## src/rtl/raster_stream_source.sv

```systemverilog
// raster_stream_source
// Reads one frame from a synchronous frame-buffer read port in raster order
// and presents it as a pixel stream (data/col/row/valid) for the window
// fetcher. Optional idle cycles after each row and after the frame give
// downstream line buffers time to settle.
module raster_stream_source #(
  parameter int DATA_WIDTH   = 16,
  parameter int IMAGE_WIDTH  = 640,
  parameter int IMAGE_HEIGHT = 480,
  parameter int ADDR_WIDTH   = 20,
  parameter int LINE_GAP     = 0,
  parameter int FRAME_GAP    = 0
) (
  input  logic                  clk_i,
  input  logic                  rst_i,
  input  logic                  start_i,
  output logic                  busy_o,
  output logic                  done_o,
  output logic                  mem_rd_o,
  output logic [ADDR_WIDTH-1:0] mem_addr_o,
  input  logic [DATA_WIDTH-1:0] mem_data_i,
  output logic [DATA_WIDTH-1:0] data_o,
  output logic [15:0]           col_o,
  output logic [15:0]           row_o,
  output logic                  valid_o
);

  localparam int GAP_MAX = (LINE_GAP > FRAME_GAP) ? LINE_GAP : FRAME_GAP;
  localparam int GAP_W   = (GAP_MAX > 1) ? $clog2(GAP_MAX) : 1;

  localparam logic [15:0]      LAST_COL  = 16'(IMAGE_WIDTH - 1);
  localparam logic [15:0]      LAST_ROW  = 16'(IMAGE_HEIGHT - 1);
  localparam logic [GAP_W-1:0] LGAP_LAST = GAP_W'((LINE_GAP > 0) ? LINE_GAP - 1 : 0);
  localparam logic [GAP_W-1:0] FGAP_LAST = GAP_W'((FRAME_GAP > 0) ? FRAME_GAP - 1 : 0);

  typedef enum logic [2:0] {
    IDLE,
    READ,
    LGAP,
    FGAP,
    DONE
  } state_t;

  state_t                  state_q, state_d;
  logic [15:0]             col_q, row_q;
  logic [ADDR_WIDTH-1:0]   addr_q;
  logic [GAP_W-1:0]        gap_q;
  logic                    valid_q;
  logic [15:0]             col_out_q, row_out_q;
  logic [DATA_WIDTH-1:0]   data_hold_q;
  logic                    last_col, last_row;

  assign last_col = (col_q == LAST_COL);
  assign last_row = (row_q == LAST_ROW);

  // State register.
  always_ff @(posedge clk_i or negedge rst_i) begin
    // NOTE: every clocked process uses non-blocking assignments so all
    // registers update together from pre-edge values, independent of order.
    if (!rst_i) state_q <= IDLE;
    else        state_q <= state_d;
  end

  // Next-state logic and state-decoded outputs.
  always_comb begin
    // NOTE: every signal gets a default before the case so no path leaves it
    // unassigned, which would otherwise infer a latch.
    state_d  = state_q;
    mem_rd_o = 1'b0;
    busy_o   = 1'b1;
    done_o   = 1'b0;
    unique case (state_q)
      IDLE: begin
        busy_o = 1'b0;
        if (start_i) state_d = READ;
      end
      READ: begin
        mem_rd_o = 1'b1;
        if (last_col) begin
          if (last_row)          state_d = (FRAME_GAP > 0) ? FGAP : DONE;
          else if (LINE_GAP > 0) state_d = LGAP;
        end
      end
      LGAP: if (gap_q == LGAP_LAST) state_d = READ;
      FGAP: if (gap_q == FGAP_LAST) state_d = DONE;
      DONE: begin
        done_o  = 1'b1;
        state_d = IDLE;
      end
      default: state_d = IDLE;
    endcase
  end

  // Raster counters: column/row and a running linear address (no multiplier).
  always_ff @(posedge clk_i or negedge rst_i) begin
    if (!rst_i) begin
      col_q  <= '0;
      row_q  <= '0;
      addr_q <= '0;
    end else begin
      unique case (state_q)
        IDLE: begin
          if (start_i) begin
            col_q  <= '0;
            row_q  <= '0;
            addr_q <= '0;
          end
        end
        READ: begin
          addr_q <= addr_q + ADDR_WIDTH'(1);
          if (last_col) begin
            col_q <= '0;
            if (!last_row) row_q <= row_q + 16'd1;
          end else begin
            col_q <= col_q + 16'd1;
          end
        end
        default: ;
      endcase
    end
  end

  // Gap cycle counter; restarts from zero on every pass through READ.
  always_ff @(posedge clk_i or negedge rst_i) begin
    if (!rst_i)                                  gap_q <= '0;
    else if (state_q == LGAP || state_q == FGAP) gap_q <= gap_q + GAP_W'(1);
    else                                         gap_q <= '0;
  end

  // Output pipeline: coordinates travel one cycle alongside the read so they
  // line up with the read data returned by the frame buffer.
  always_ff @(posedge clk_i or negedge rst_i) begin
    if (!rst_i) begin
      valid_q     <= 1'b0;
      col_out_q   <= '0;
      row_out_q   <= '0;
      data_hold_q <= '0;
    end else begin
      valid_q <= mem_rd_o;
      if (mem_rd_o) begin
        col_out_q <= col_q;
        row_out_q <= row_q;
      end
      if (valid_q) data_hold_q <= mem_data_i;
    end
  end

  // Read data passes straight through on valid cycles; otherwise the last
  // pixel is held so data_o is stable between pixels.
  assign data_o     = valid_q ? mem_data_i : data_hold_q;
  assign mem_addr_o = addr_q;
  assign col_o      = col_out_q;
  assign row_o      = row_out_q;
  assign valid_o    = valid_q;

endmodule

```

## config.mk

```make
export PLATFORM = sky130hd
export DESIGN_NAME = raster_stream_source
export DESIGN_NICKNAME = d
export VERILOG_FILES = /design/src/rtl/raster_stream_source.sv
export SDC_FILE = /design/constraint.sdc
export NUM_CORES = 1
export LEC_CHECK = 0
export BUFFER_PORTS_ARGS = -buffer_cell sky130_fd_sc_hd__buf_2
export CAP_MARGIN = 40
export CORE_ASPECT_RATIO = 1.25
export CORE_MARGIN = 4
export CORE_UTILIZATION = 40
export CTS_CLUSTER_DIAMETER = 120
export DETAILED_ROUTE_END_ITERATION = 8
export GPL_TIMING_DRIVEN = 1
export PLACE_DENSITY = 0.62
export SYNTH_ARGS = -nofsm -noshare
export SYNTH_HDL_FRONTEND = slang
export SYNTH_SLANG_ARGS = --single-unit
```

## constraint.sdc

```tcl
create_clock -name clk_i -period 2.7 [get_ports clk_i]
set_input_delay 0.54 -clock clk_i [delete_from_list [all_inputs] [get_ports clk_i]]
set_output_delay 0.54 -clock clk_i [all_outputs]
set_load 0.02 [all_outputs]
```

# == Yosys cells after proc, flatten, opt, wreduce, memory -nomap -nowiden ==
# Cells that the tools add are included.
# classes
n_mux,19
n_reduce_logical,6
n_eq_ne,12
n_addsub,4
# op_table
operator,count
$mux 16,5
$pmux 16 s2,2
$pmux 20 s2,1
$add 16x1->16 const B,2
$add 20x1->20 const B,1
$mux 20,1
$eq 16x10->1 const B,1
$eq 16x9->1 const B,1
$mux 3,5
$ne 2x2->1 const B,6
$pmux 3 s4,1
$eq 3x2->1 const B,2
$reduce_and 5->1,1
$mux 1,4
$reduce_and 4->1,1
$eq 3x1->1 const B,1
$eq 3x3->1 const B,1
$logic_not 3->1,1
$reduce_and 2->1,1
$reduce_bool 2->1,1
$add 1x1->1 const B,1
$logic_or 1x1->1,1
# totals
input_bits,19
wordCells,50
ff_bits,105

# == Longest topological paths before layout ==
# Gate-level depths: netlist of the first run.
# depth
ltp_word,4
mapped_depth,8

# == Worst setup path after synthesis of the first run ==
# Ideal clock, no wire load.
# synth_path
path_type,reg-to-output
from,"register valid_q, in the netlist valid_o"
to,output port data_o[10]
t_arrival_ps,1505
n_path_buf,2
required_time_ps,2160
stages_incl_launch_ff,4
setup_slack_ps,655
cell_sequence,dfrtp_1 > clkbuf_1 > clkbuf_1 > mux2_2
# synth_between
elab_chain_len,1
# synth_lines
element,line_no,source
"start, declared",48,logic valid_q;
"start signal, assigned",139,valid_q <= mem_rd_o;
$mux 16,150,assign data_o = valid_q ? mem_data_i : data_hold_q;
"end, declared",22,"output logic [DATA_WIDTH-1:0] data_o,"
# Every way passes these cells.

# == Final worst setup path of the first run ==
# Same ends and word-level chain as after synthesis.

==> summary.txt, run 1 <==
Die
  – Core ar.: between 10,000 and 15,000 um2
  – Starting density of the core: 41.3%
  – Rows: 43
  – Die Wd: ~100 um
  – Die Ht: 128 um
  – Die Footprint: approximately 13,000 um2
  – Io pins: around 90

GRT
  – Number of global-route vias before repair: 3,599
  – Initial antenna violation count: 0
  – GRT Residual Overflow: 0
  – Total GRT Usage: 16.0%
  – Largest net degree at the start of global routing: between 60 and 70
  – First-pass GRT wire length: about 18,000 um

Clocking
  – Post-CTS setup buffers: 0
  – CTS buffer count: 9
  – TritonCTS clock tree: yes
  – CTS Sinks: 103
  – Bufs on Longest Clock Path: 2
  – Hold-fix buffer count after cts: 0
  – Clock root cell: clkbuf_16
  – Gates resized, CTS repair: 0
  – Worst-skew pair later-pin latency: roughly 340 ps
  – H-tree depth: 3
  – Worst-path clk slew: approximately 70 ps

Outcome
  – Outcome: completed

Detailed routing
  – DRC violation total after the first TritonRoute iteration: around 190
  – Total Wirelength: between 10,000 and 15,000 um
  – Drt wl/cell: between 15 and 20 um
  – Antenna Nets Post-Route: 0
  – Drt first pass iters: 4
  – Vias per cell: about 5.2
  – Vias: ~3,600
  – Post-route DRC: 0

Logic synthesis
  – Yosys warns: 0
  – Cell area after synthesis: 4640 um2
  – Cell variety after synth: 54
  – Primary FF master, synth: dfrtp_1
  – Yosys reg bits: about 100
  – Synthesized instance count: roughly 450
  – Sequential cell area fraction in the yosys report: between 50% and 60%
  – Ys async rst share: 100%
  – Syn_area_per_cell: 10.3 um2
  – Post-synth net total: ~470
  – Post-synth EDFFs: 0

Setup path
  – Crit. End Element: output pin
  – Critical path class: reg2out
  – Critical path data required time: about 2200 ps
  – Arrival @ worst endpoint: approximately 1700 ps
  – Setup crit start kind: flip-flop
  – Max Fanout on Critical Path: 17

Placed design
  – IO Port Bufs: 90
  – Placed cell area: approximately 5200 um2
  – Detailed Place HPWL: 7020 um
  – Gp weighted congestion: approximately 0.8

Timing
  – Layout Skew: 5.51 ps
  – Setup TNS Final: 0 ps
  – Tcrit/Tclk final: just over 80%
  – Headroom to the max-slew limit: 55.1%
  – # setup viols final: 0
  – Max Clock Freq: ~450 MHz
  – Final hold vios: 0
  – Post-layout min period: 2220 ps
  – RSZ-0062 raised after global routing: no
  – Slew @ Worst Pin: 670 ps
  – Slew Limit Fails: 0

Cells and area
  – Antenna Cells: 0
  – Commonest non-fill, non-tap cell in the layout: nand2_1
  – Area growth, synth to finish: 20.1%
  – Share of post-route cells with drive strength above 1: between 20% and 30%
  – Cell area after layout: approximately 5600 um2
  – Most frequent cells in the layout: nand2_1 (124), dfrtp_1 (103), buf_2 (89)
  – Layout net count: around 560

Power
  – Cell Pwr Density: ~560 nW/um2
  – Pleak: roughly 2.8 nW
  – Peak supply drop: 0.246 mV
  – Total Power: 3.13 mW

Worst hold path
  – Worst min-delay path class: in2async

Job
  – Total of max-cap violations: 0
## path summary, 6_finish.rpt
kind | start | endpoint | slack (ps) | cells after the start
setup reg to reg | col_q[0] | row_q[0] | 540 | 6
min in group clk_i | start_i | mem_addr_o[0] | 420 | 2
hold reg to reg | row_o[9] | row_o[9] | 470 | 2
hold / removal | rst_i | row_o[14] | 160 | 1
max in group asynchronous | rst_i | col_o[3] | 1810 | 2
setup / recovery | valid_o | data_o[10] | 480 | 2
## area by class of cell
cell class | count | area (um2)
repair buffers | 98 | 526
multi-input cells | 321 | 1930
fillers | 1040 | 5670
clock inverters | 6 | 108
well taps | 135 | 169
clock buffers | 10 | 239
inverters | 8 | 30.0
flip-flops and latches | 103 | 2580
## layer usage
layer,share of wire [%],wire length [um],GRT usage [%],vias to the layer above
li1,-,-,-,1746
met1,47,4850,21.5,1724
met2,46,4730,25.0,79
met3,4.6,473,3.51,12
met4,1.9,190,7.12,0
met5,0,0,0,-
## state kept, by name, summed over array words and instances (netlist names)
signal and flops:
col_o 16, col_q 16, data_hold_q 16, mem_addr_o 20
row_o 16, row_q 16, state_q 2, valid_o 1
## cells in the mapped netlist, drive strengths merged (9+ instances only)
master,n,area (um2)
mux2i,12,120
nor2,24,90.1
clkbuf,11,41.3
mux2,17,191
and3,11,68.8
nand4,14,87.6
o21ai,19,95.1
a221o,9,90.1
nand2,124,465
dfrtp,103,2580
nand3,14,70.1
## worst max-delay path: stages (launching register included)
cell	delay, ps
dfrtp_1	750
mux2_2	420
buf_2	160
## cell families (layout without fill, tap and decap cells)
family	count (synthesis)	in the layout	share of synthesized area, %
AND/OR/NAND/NOR	224	224	23.1
adder cells (fa/ha/maj)	3	3	0.809
XOR/XNOR	10	10	1.89
buffers and inverters	27	122	3.05
AO/OA/AOI/OAI	55	55	8.92
multiplexers	29	29	6.71
flip-flops	103	103	55.5
## power breakdown
part	switching, mW	internal [mW]
Clock	0.558	0.928
Sequential	0.00256	1.55
Combinational	0.0589	0.0296
Total	0.619	2.51
## through the flow
step / util, % / std cells / worst slack [ps] / hold slack (ps)
floorplan: - / 451 / 655 / 244
global placement: 46.5 / 665 / 625 / 455
detailed placement: 46.5 / 665 / 548 / 460
CTS: 49.6 / 681 / 435 / 168
global route: 49.6 / 681 / 384 / 200
finish: 49.6 / 681 / 482 / 159
Note: power is estimated with default switching activity, not from simulation.
==> run 2: changes to the inputs <==
PLACE_DENSITY = 0.64   (was 0.62)
clock period = 1.9 ns   (was 2.7 ns; I/O delays follow)
==> run 2 against run 1 <==
Net effect:
- highest routed layer unchanged
- design area increased by 6.4%
- the run now ends with negative setup slack left
- cell count rose by 6.5%
- largest power group unchanged
- combinational power is 41% higher
- critical endpoint is now row_q[14]
- sequential power rose by 42%
==> summary.txt, run 2 (synthesis results as in run 1) <==
Detailed routing
  – Antenna Nets Post-Route: 0
  – Drt first pass iters: 4
  – DRC violation total after the first TritonRoute iteration: approximately 180
  – Vias per cell: 5.22
  – Vias: 3,783
  – Total Wirelength: approximately 11,000 um
  – Post-route DRC: 0
  – Drt wl/cell: between 10 and 15 um

Clocking
  – CTS buffer count: 9
  – Worst-path clk slew: roughly 60 ps
  – H-tree depth: 3
  – Clock root cell: clkbuf_16
  – CTS Sinks: 103
  – TritonCTS clock tree: yes
  – Worst-skew pair later-pin latency: between 300 and 400 ps
  – Hold-fix buffer count after cts: 0
  – Bufs on Longest Clock Path: 2

Cells and area
  – Antenna Cells: 0
  – Area growth, synth to finish: 27.8%
  – Share of post-route cells with drive strength above 1: between 30% and 40%
  – Number of flip-flops under the largest register name: 20
  – Layout net count: between 600 and 700
  – Cell area after layout: between 5000 and 6000 um2
  – Commonest non-fill, non-tap cell in the layout: nand2_1
  – Most frequent cells in the layout: nand2_1 (124), dfrtp_1 (102), buf_2 (89)

GRT
  – Initial antenna violation count: 0
  – Total GRT Usage: roughly 17%
  – First-pass GRT wire length: roughly 18,000 um
  – Largest net degree at the start of global routing: roughly 100
  – Number of global-route vias before repair: ~3,800
  – GRT Residual Overflow: 0

Power
  – Cell Pwr Density: 696 nW/um2
  – Pleak: slightly above 3 nW
  – Clock share of power: approximately 43%
  – Switch Pwr: about 0.86 mW
  – Sequential power share: between 50% and 60%
  – Total Power: about 4.1 mW
  – Peak supply drop: 0.355 mV
  – Power Internal: roughly 3.3 mW
  – Sw Ratio: roughly 21%
  – Combinational share of power: under 10%

Setup path
  – Setup crit start kind: flip-flop
  – Arrival @ worst endpoint: about 2200 ps
  – Critical path class: reg2reg
  – Critical path data required time: roughly 2100 ps
  – Crit path largest cell delay: roughly 550 ps
  – Max Fanout on Critical Path: 5
  – Crit. End Element: flip-flop
  – Cell Chain, Critical Path: or4_4, nor4_4, and2_4, or2_4, buf_6, o41ai_2
  – CP max stage cell: or4_4

Worst hold path
  – Worst min-delay path class: in2async

Die
  – Core ar.: ~11,000 um2
  – Starting density of the core: about 41%
  – Die Footprint: about 13,000 um2
  – Rows: 43
  – Die Wd: roughly 100 um
  – Die Ht: ~130 um
  – Io pins: 91

Outcome
  – Outcome: finished, violations left
  – Failing checks: negative setup slack

Timing
  – # setup viols final: 17
  – Slew Limit Fails: 0
  – Worst setup margin: -99.1 ps
  – Layout Skew: ~7 ps
  – RSZ-0062 raised after global routing: yes
  – Setup TNS Final: -1350 ps
  – Tcrit/Tclk final: 105%
  – Post-layout min period: approximately 2000 ps
  – Max Clock Freq: between 500 and 600 MHz
  – Headroom to the max-slew limit: 61.6%
  – Final hold vios: 0
  – Slew @ Worst Pin: approximately 580 ps

Placed design
  – Gp weighted congestion: ~0.77
  – Placed cell area: between 5000 and 6000 um2
  – Detailed Place HPWL: 7320 um
  – IO Port Bufs: 90

Job
  – Total of max-cap violations: 0
-- run 2: cell count changes in the layout (fill, tap and decap cells not counted), sizes merged --
cell | previous run | this run
buf | 98 | 144
clkinvlp | 1 | 0
bufinv | 3 | 0
clkinv | 2 | 0
clkbuf | 10 | 14
-- run 2: power by group through the flow --
stage               combinational [mW]  clock (mW)  sequential [mW]
CTS                              0.131        1.84             2.21
global route                     0.143        1.93             2.21
global placement                 0.127           0             2.25
floorplan                       0.0440           0             2.25
detailed placement               0.131           0             2.25
finish                           0.125        1.79             2.21
-- run 2: path summary, 6_finish.rpt --
path	slack [ps]	to	start	cells after the start
min in group clk_i	250	mem_addr_o[0]	start_i	2
min reg2reg	470	col_o[2]	col_o[2]	2
max reg2reg	-100	row_q[14]	row_q[12]	6
max	-100	row_q[14]	row_q[12]	6
max in group asynchronous	1340	state_q[0]	rst_i	2
min	60	row_o[5]	rst_i	2
-- run 2: layout make-up --
type / instances / area [um2]
Fill cell: 1012 / 5310
Sequential cell: 103 / 2580
Multi-Input combinational cell: 321 / 1950
Timing Repair Buffer: 144 / 916
Clock buffer: 14 / 284
Tap cell: 135 / 169
Inverter: 8 / 32.5
-- run 2: what timing repair did --
item                       in CTS  in global routing
setup endpoints to repair      18                 23
gates resized for setup         6                  5
setup buffers                   8                  3
pin swaps                      13                  7
-- run 2: through the flow --
step	hold WS [ps]	utilization (%)	setup WS, ps	std cells
2_1_floorplan	84.4	-	-70.0	451
3_3_place_gp	457	48.8	-25.2	700
3_5_place_dp	458	48.8	-120	700
4_1_cts	123	52.4	-37.4	722
5_1_grt	136	52.8	-186	725
6_report	60.0	52.8	-99.1	725
-- run 2: worst max-delay path: cells and delay by family (launching register included) --
kind | cells | cell delay, ps
flops | 1 | 380
buf+inv | 1 | 140
simple gates | 4 | 1290
compound gates | 1 | 60
-- run 2: layer usage --
| metal | track usage [%] | vias to the layer above | part of all wire, % |
|---|---|---|---|
| met5 | 0 | - | 0 |
| met4 | 7.82 | 0 | 1.8 |
| met3 | 2.61 | 14 | 3.6 |
| met2 | 26.8 | 74 | 48 |
| met1 | 22.2 | 1850 | 46 |
| li1 | - | 1845 | - |
==> run 3: changes to the inputs <==
CAP_MARGIN = 20   (was 40)
CORE_UTILIZATION = 50   (was 40)
HOLD_SLACK_MARGIN = 0.08   (was default)
PLACE_DENSITY = 0.77   (was 0.64)
==> run 3 against run 2 <==
Net effect:
- the run still ends with negative setup slack left
- maximum frequency rose by 3.1%
- global-route usage grew 4.7 points
- hold slack improved by 180 ps
- design area rose by 1.1%
- sequential share of layout area is 0.49 points lower
- cell count down 1.9%
- setup slack better by 61 ps
- critical path depth fell by 1
- via count grew 2.2%
- first-iteration DRC count rose by 16%
- highest routed layer unchanged
==> summary.txt, run 3 (synthesis results as in run 1) <==
Setup path
  – Critical path class: reg2reg
  – Delay-heaviest family, CP: simple AND/OR/NAND/NOR gates
  – Arrival @ worst endpoint: 2170 ps
  – CP max stage cell: or4b_4
  – Crit path largest cell delay: approximately 550 ps
  – Cell Chain, Critical Path: or4b_4, nor4_4, and2_4, nor3_4, a221o_1
  – Setup crit start kind: flip-flop
  – CP Launch Point: row_q[13]
  – RR Endpoint: row_q[7]
  – Critical path data required time: 2130 ps
  – CP Capture Point: row_q[7]
  – R2R Setup Slk: -40 ps
  – Cell depth of the worst setup path: 5
  – Max Fanout on Critical Path: 10
  – Crit. End Element: flip-flop
  – Cell count of the worst reg-to-reg path: 5
  – CP bufs+invs: 0
  – Worst r2r src: row_q[13]

Clocking
  – Worst-skew pair later-pin latency: ~350 ps
  – H-tree depth: 3
  – Bufs on Longest Clock Path: 2
  – Worst-path clk slew: roughly 70 ps
  – TritonCTS clock tree: yes
  – CTS Sinks: between 100 and 150
  – Clock root cell: clkbuf_16
  – CTS buffer count: 9

Detailed routing
  – Vias per cell: about 5.4
  – Total Wirelength: 11,100 um
  – Vias: between 3,000 and 4,000
  – Drt wl/cell: about 16 um
  – Post-route DRC: 0
  – Drt first pass iters: 4
  – DRC violation total after the first TritonRoute iteration: about 210
  – Antenna Nets Post-Route: 0

Die
  – Starting density of the core: about half
  – Io pins: 91
  – Die Ht: about 120 um
  – Die Wd: around 94 um
  – Rows: 39
  – Core ar.: 9130 um2
  – Die Footprint: between 10,000 and 15,000 um2

Cells and area
  – Most frequent cells in the layout: nand2_1 (124), dfrtp_1 (102), buf_2 (89)
  – Util after Layout: around two thirds
  – Area growth, synth to finish: 29.2%
  – Layout net count: between 600 and 700
  – Layout Cells excl Fill: ~700
  – Number of flip-flops under the largest register name: 20
  – Antenna Cells: 0
  – Share of post-route cells with drive strength above 1: between 30% and 40%
  – Fillers: between 700 and 800
  – Commonest non-fill, non-tap cell in the layout: nand2_1

Timing
  – Setup TNS Final: -213 ps
  – Headroom to the max-slew limit: around 67%
  – Tcrit/Tclk final: 102%
  – Max Clock Freq: between 500 and 600 MHz
  – Slew @ Worst Pin: a little under 500 ps
  – Slew Limit Fails: 0
  – # setup viols final: 10
  – Layout Skew: around 9.4 ps
  – Post-layout min period: just under 2000 ps
  – RSZ-0062 raised after global routing: yes
  – Min Hold Slack: between 200 and 250 ps
  – Worst setup margin: -38.4 ps
  – Final hold vios: 0

GRT
  – Largest net degree at the start of global routing: 92
  – GRT Residual Overflow: 0
  – First-pass GRT wire length: around 18,000 um
  – Total GRT Usage: 21.3%
  – Initial antenna violation count: 0
  – Number of global-route vias before repair: a little under 4,000

Power
  – Peak supply drop: approximately 0.39 mV
  – Cell Pwr Density: 776 nW/um2
  – Pleak: around 3 nW

Placed design
  – Gp weighted congestion: between 0.7 and 0.8
  – IO Port Bufs: 90
  – Dpl cells: ~700
  – Detailed Place HPWL: between 7000 and 8000 um
  – Pre-CTS WS: -65.2 ps

Outcome
  – Outcome: finished, violations left
  – Failing checks: negative setup slack

Worst hold path
  – Hold Path Origin: start_i
  – Worst min-delay path class: in2reg

Job
  – Total of max-cap violations: 0
-- run 3: power by group --
| part | switching (mW) | internal, mW | leakage [nW] | total [mW] |
|---|---|---|---|---|
| sequential | 0.00444 | 2.21 | 1.26 | 2.21 |
| combinational | 0.0853 | 0.0436 | 1.62 | 0.129 |
| clock | 0.823 | 1.49 | 0.182 | 2.32 |
-- run 3: area by class of cell --
cell class | instances | area, um2 | share of cell area, %
Clock inverter | 5 | 128 | 2.13
Sequential cell | 103 | 2580 | 43.0
Multi-Input combinational cell | 323 | 1990 | 33.2
Clock buffer | 11 | 253 | 4.21
Inverter | 8 | 30.0 | 0.501
Timing Repair Buffer | 138 | 866 | 14.4
Tap cell | 123 | 154 | 2.57
-- run 3: repair_timing --
| action | 4_1_cts | 5_1_grt |
|---|---|---|
| setup endpoints to repair | 14 | 18 |
| resized for setup | 8 | 4 |
| endpoints found under the hold margin | 12 | 0 |
| buffers inserted | 3 | 4 |
| cloned | 3 | 0 |
| hold buffers | 1 | 0 |
| pin swaps | 3 | 3 |
-- run 3: worst min path at each step --
stage                      end  slack [ps]  cells past startpoint
2_1_floorplan         col_o[0]          80                      0
3_3_place_gp   data_hold_q[10]         230                      1
3_5_place_dp   data_hold_q[10]         240                      1
4_1_cts          mem_addr_o[0]         240                      2
5_1_grt          mem_addr_o[0]         250                      2
6_report         mem_addr_o[0]         240                      2
-- run 3: routing by layer --
layer / global-route usage, % / vias up / wire, um
li1: - / 1850 / -
met1: 27.0 / 1899 / 4780
met2: 35.8 / 105 / 5500
met3: 4.68 / 12 / 600
met4: 8.09 / 0 / 178
met5: 0 / - / 0
-- run 3: metrics by stage --
stage	instance area (um2)	total power, mW
global placement	5460	2.38
global route	6000	4.79
finish	6000	4.66
floorplan	4650	2.30
CTS	5950	4.67
detailed placement	5460	2.39
